===== config.mk =====
export PLATFORM = sky130hd
export DESIGN_NAME = aes_subbytes_col_sequencer
export DESIGN_NICKNAME = d
export VERILOG_FILES = /design/src/rtl/aes_pkg.sv /design/src/rtl/aes_subbytes_col_sequencer.sv
export SDC_FILE = /design/constraint.sdc
export NUM_CORES = 1
export LEC_CHECK = 0
export ABC_AREA = 1
export CORE_MARGIN = 10
export CORE_UTILIZATION = 40
export CTS_CLUSTER_SIZE = 14
export DETAILED_ROUTE_END_ITERATION = 8
export GPL_TIMING_DRIVEN = 0
export PLACE_DENSITY = 0.74
export SLEW_MARGIN = 30
export SYNTH_ARGS = -nofsm -noshare
export SYNTH_HDL_FRONTEND = slang
export SYNTH_SLANG_ARGS = --single-unit

===== constraint.sdc =====
create_clock -name clk -period 2.5 [get_ports clk]
set_input_delay 0.25 -clock clk [delete_from_list [all_inputs] [get_ports clk]]
set_output_delay 0.25 -clock clk [all_outputs]
set_load 0.005 [all_outputs]

===== src/rtl/aes_pkg.sv =====
// Shared AES constants, sequencer state encoding, column slicing and S-box helpers.
// Column c of a state occupies bits [127-32c -: 32]; byte 0 sits at [127:120].
package aes_pkg;

  localparam int unsigned AES_COLS    = 4;
  localparam int unsigned AES_COL_W   = 32;
  localparam int unsigned AES_STATE_W = 128;

  typedef logic [AES_COL_W-1:0]   col_t;
  typedef logic [AES_STATE_W-1:0] state_t;

  typedef enum logic [1:0] {
    ST_IDLE = 2'd0,
    ST_SUB  = 2'd1,
    ST_DONE = 2'd2
  } seq_state_e;

  function automatic col_t get_col(input state_t s, input logic [1:0] idx);
    col_t c_out;
    c_out = '0;
    for (int unsigned c = 0; c < AES_COLS; c++) begin
      if (idx == 2'(c)) c_out = s[AES_STATE_W-1-AES_COL_W*c -: AES_COL_W];
    end
    return c_out;
  endfunction

  function automatic state_t set_col(input state_t s, input logic [1:0] idx, input col_t v);
    state_t r;
    r = s;
    for (int unsigned c = 0; c < AES_COLS; c++) begin
      if (idx == 2'(c)) r[AES_STATE_W-1-AES_COL_W*c -: AES_COL_W] = v;
    end
    return r;
  endfunction

  // GF(2^8) multiply modulo x^8+x^4+x^3+x+1.
  function automatic logic [7:0] gf_mul(input logic [7:0] a, input logic [7:0] b);
    logic [7:0] p;
    logic [7:0] aa;
    p  = '0;
    aa = a;
    for (int unsigned i = 0; i < 8; i++) begin
      if (b[i]) p = p ^ aa;
      aa = {aa[6:0], 1'b0} ^ (aa[7] ? 8'h1b : 8'h00);
    end
    return p;
  endfunction

  // x^254 by repeated squaring; maps 0 to 0 as the S-box requires.
  function automatic logic [7:0] gf_inv(input logic [7:0] x);
    logic [7:0] sq;
    logic [7:0] acc;
    sq  = x;
    acc = 8'h01;
    for (int unsigned i = 0; i < 7; i++) begin
      sq  = gf_mul(sq, sq);
      acc = gf_mul(acc, sq);
    end
    return acc;
  endfunction

  function automatic logic [7:0] sbox_fwd(input logic [7:0] x);
    logic [7:0] b;
    b = gf_inv(x);
    return b ^ {b[6:0], b[7]} ^ {b[5:0], b[7:6]} ^ {b[4:0], b[7:5]} ^ {b[3:0], b[7:4]} ^ 8'h63;
  endfunction

  function automatic logic [7:0] sbox_inv(input logic [7:0] x);
    logic [7:0] y;
    y = {x[6:0], x[7]} ^ {x[4:0], x[7:5]} ^ {x[1:0], x[7:2]} ^ 8'h05;
    return gf_inv(y);
  endfunction

endpackage


===== src/rtl/aes_subbytes_col_sequencer.sv =====
// Serialises a 128-bit AES state through a 32-bit column SubBytes unit,
// one column per cycle, and returns the substituted state over valid/ready.
module aes_subbytes_col_sequencer
  import aes_pkg::*;
(
  input  logic                   clk,
  input  logic                   rst_n,
  input  logic                   in_valid,
  output logic                   in_ready,
  input  logic [AES_STATE_W-1:0] in_state,
  input  logic                   in_enc_dec,
  input  logic                   abort,
  output logic [AES_COL_W-1:0]   sb_col_out,
  output logic                   sb_enc_dec,
  input  logic [AES_COL_W-1:0]   sb_col_in,
  output logic                   out_valid,
  input  logic                   out_ready,
  output logic [AES_STATE_W-1:0] out_state
);

  seq_state_e state_q, state_d;
  logic [1:0] col_q, col_d;
  state_t     work_q, work_d;
  logic       mode_q, mode_d;
  logic       in_ready_q, in_ready_d;
  logic       out_valid_q, out_valid_d;

  always_comb begin
    state_d = state_q;
    col_d   = col_q;
    work_d  = work_q;
    mode_d  = mode_q;
    case (state_q)
      ST_IDLE: begin
        if (in_valid) begin
          work_d  = in_state;
          mode_d  = in_enc_dec;
          col_d   = '0;
          state_d = ST_SUB;
        end
      end
      ST_SUB: begin
        work_d = set_col(work_q, col_q, sb_col_in);
        col_d  = col_q + 2'd1;
        if (col_q == 2'd3) state_d = ST_DONE;
      end
      ST_DONE: begin
        if (out_ready) state_d = ST_IDLE;
      end
      default: begin
        state_d = ST_IDLE;
        col_d   = '0;
      end
    endcase
    // Abort beats every transition but leaves the working register untouched.
    if (abort) begin
      state_d = ST_IDLE;
      col_d   = '0;
      work_d  = work_q;
      mode_d  = mode_q;
    end
    in_ready_d  = (state_d == ST_IDLE);
    out_valid_d = (state_d == ST_DONE);
  end

  always_ff @(posedge clk or negedge rst_n) begin
    if (!rst_n) begin
      state_q     <= ST_IDLE;
      col_q       <= '0;
      work_q      <= '0;
      mode_q      <= 1'b1;
      in_ready_q  <= 1'b1;
      out_valid_q <= 1'b0;
    end else begin
      state_q     <= state_d;
      col_q       <= col_d;
      work_q      <= work_d;
      mode_q      <= mode_d;
      in_ready_q  <= in_ready_d;
      out_valid_q <= out_valid_d;
    end
  end

  // Outside SUB the S-box sees column 0 so its inputs stay quiet.
  assign sb_col_out = get_col(work_q, (state_q == ST_SUB) ? col_q : 2'd0);
  assign sb_enc_dec = mode_q;
  assign in_ready   = in_ready_q;
  assign out_valid  = out_valid_q;
  assign out_state  = work_q;

endmodule


==> flow_summary.json <==
{
  "status": "finished, final reports clean",
  "gr-total-overflow": 0,
  "final_layout_size_suffix_gt1_share_pct": 8.49,
  "cts_inserted_buffers": 17,
  "num_rows": 50,
  "syn_area_um2": 7630,
  "fp.dieH_um": 158,
  "drc": 0,
  "critPathMaxFanout": 6,
  "holdWs_ns": 0.352,
  "wl_um": 36300,
  "cts_max_level": 4,
  "layout.nets": 1712,
  "crit_arrival_ns": 2.18,
  "drt_iter0_drc": 689,
  "final_antenna_net_count": 0,
  "timing.final.crit_share_pct": 97.4,
  "grt_util_all_layers_pct": 28.3,
  "p_per_area_nw_per_um2": 784,
  "clkTransAtPathRegs_ns": 0.06,
  "r2r-start": "col_q[0]",
  "cap_viol_max_count": 0,
  "critical_path_class": "flop to primary output",
  "grt_max_degree": 81,
  "antenna_found_initial": 0,
  "ios": 329,
  "slew_headroom_pct": 41.7,
  "drv_slew": 0,
  "design_area_um2": 12300,
  "critPathCaptureType": "primary output",
  "avgSynthCellArea_um2": 6.49,
  "wl_per_cell_um": 20.2,
  "timing.fmax_ghz": 0.411,
  "setup_viol": 0,
  "grt_pass1_vias": 8741,
  "routabilityCongestion": 0.875,
  "clock_skew_ns": 0.00877,
  "cts_tree": "built",
  "yosysWarnings": 0,
  "worst_slew_pin_slew_ns": 0.875,
  "ys_types": 21,
  "vias_per_cell": 5.06,
  "required_ns": 2.25,
  "tns_ns": 0,
  "synthToLayoutAreaGrowth_pct": 61.9,
  "start_util_pct": 40.8,
  "p_leak_nw": 6.72,
  "placed_cell_area_um2": 11200,
  "first_pass_iters": 5,
  "critical_path.startpoint": "state_q[0]",
  "port_buffers": 328,
  "finalCriticalPeriod_ns": 2.43,
  "syn_nets": 1345,
  "die_x_um": 158,
  "hold_viol": 0,
  "dp_hpwl_um": 26500,
  "start_kind": "flop",
  "ys_ff_latch": 135,
  "syn_inst": 1175,
  "clockBufferDepth": 2,
  "hp-class": "input pin to asynchronous set/reset pin",
  "grt_pass1_wl_um": 53200,
  "die_area_um2": 25000,
  "cts_root_buf": "clkbuf_16",
  "core_area_um2": 18700,
  "ir_drop_v": 0.000454,
  "cts.sinks": 135,
  "clock_latency_ns": 0.43,
  "yosysSeqAreaShare_pct": 44.3,
  "vias": 9070,
  "fin_util_pct": 66.0
}
layout by cell type (no fill, tap or decap), drive strengths merged:
master,instances
a21oi,3
buf,70
bufinv,6
clkbuf,35
clkdlybuf4s50,302
clkinv,1
dfrtp,133
dfstp,2
diode,2
dlygate4sd2,3
dlygate4sd3,1
dlymetal6s2s,22
ha,4
inv,89
nand2,720
nand3,19
nand3b,1
nand4,20
nor2,43
nor3,14
o21a,1
o21ai,66
metrics by stage:
step | worst slack (ns) | power [mW] | cells
floorplan | 0.512 | 4.36 | 1175
global placement | -4.56 | 6.64 | 1737
detailed placement | -0.337 | 6.69 | 1738
CTS | -0.00773 | 9.69 | 1781
global route | -0.00746 | 10.2 | 1789
finish | 0.0660 | 9.69 | 1791
cells by family (layout without fill, tap and decap cells):
group,Yosys count,count (layout),synth area share [%]
buffers and inverters,149,529,8.51
DFF,135,135,44.3
AOI/OAI and AO/OA,70,70,4.63
and+or+nand+nor,817,817,41.9
adders and majority gates,4,4,0.656
other,0,2,0
routing by layer:
| metal | global-route usage (%) | part of all wire [%] |
|---|---|---|
| met1 | 34.8 | 41 |
| met2 | 46.9 | 48 |
| met3 | 6.84 | 8.2 |
| met4 | 10.5 | 3.4 |
| met5 | 0 | 0 |
final timing paths:
check	to	slack, ns	cells after the start
setup / recovery	sb_col_out[0]	0.07	10
hold / removal	out_state[11]	0.35	2
setup reg to reg	out_state[104]	0.26	10
hold reg to reg	out_state[126]	0.49	2
max in group asynchronous	in_ready	1.35	3
min in group clk	sb_enc_dec	0.37	3
report_power, final:
part	leakage, nW	internal, mW	switching, mW
Sequential	1.68	2.72	0.392
Combinational	4.71	1.85	1.76
Clock	0.332	1.98	0.984
Yosys cell counts:
cell	count	area share, %
dfstp_2	2	0.69
dfrtp_1	133	44
a21oi_1	3	0.20
clkbuf_1	14	0.69
nand2_1	718	35
nor2_4	3	0.44
buf_2	33	2.2
o21ai_1	21	1.4
inv_1	85	4.2
nor2_2	2	0.16
nor2_1	38	1.9
nand4_1	20	1.6
buf_4	13	1.3
inv_2	4	0.20
nand2_2	2	0.16
ha_1	4	0.66
nand3b_1	1	0.098
nand3_1	19	1.2
o21a_1	1	0.098
o21ai_0	45	3.0
nor3_1	14	0.92
cell type report:
type / instances / area [µm²]
Antenna cell: 2 / 5.00
Buffer: 60 / 424
Clock buffer: 25 / 495
Clock inverter: 7 / 189
Fill cell: 1723 / 6360
Inverter: 89 / 344
Multi-Input combinational cell: 891 / 3670
Sequential cell: 135 / 3390
Tap cell: 234 / 293
Timing Repair Buffer: 348 / 3550
timing repair:
item                       CTS  global route
pin swaps                    4             2
gates resized for setup     49            48
hold buffers                 1             0
hold endpoints to repair    55             0
gates cloned                 0             1
setup endpoints to repair   73            29
buffers inserted            10             7
critical path: stages, from the launching register on:
cell and delay (ns):
dfrtp_2 0.43, buf_12 0.12, nand3_4 0.09, buf_8 0.15, buf_4 0.16, nand2_1 0.06
nand2_1 0.04, nand2_1 0.06, nand2_1 0.05, nand2_1 0.05, clkdlybuf4s50_1 0.55
state kept, by name (all words and copies together), names as in the netlist:
signal and cells:
in_ready 1, out_valid 1, col_q 2, state_q 2, sb_enc_dec 1, out_state 128
No activity file was read; power rests on OpenSTA's default activity.
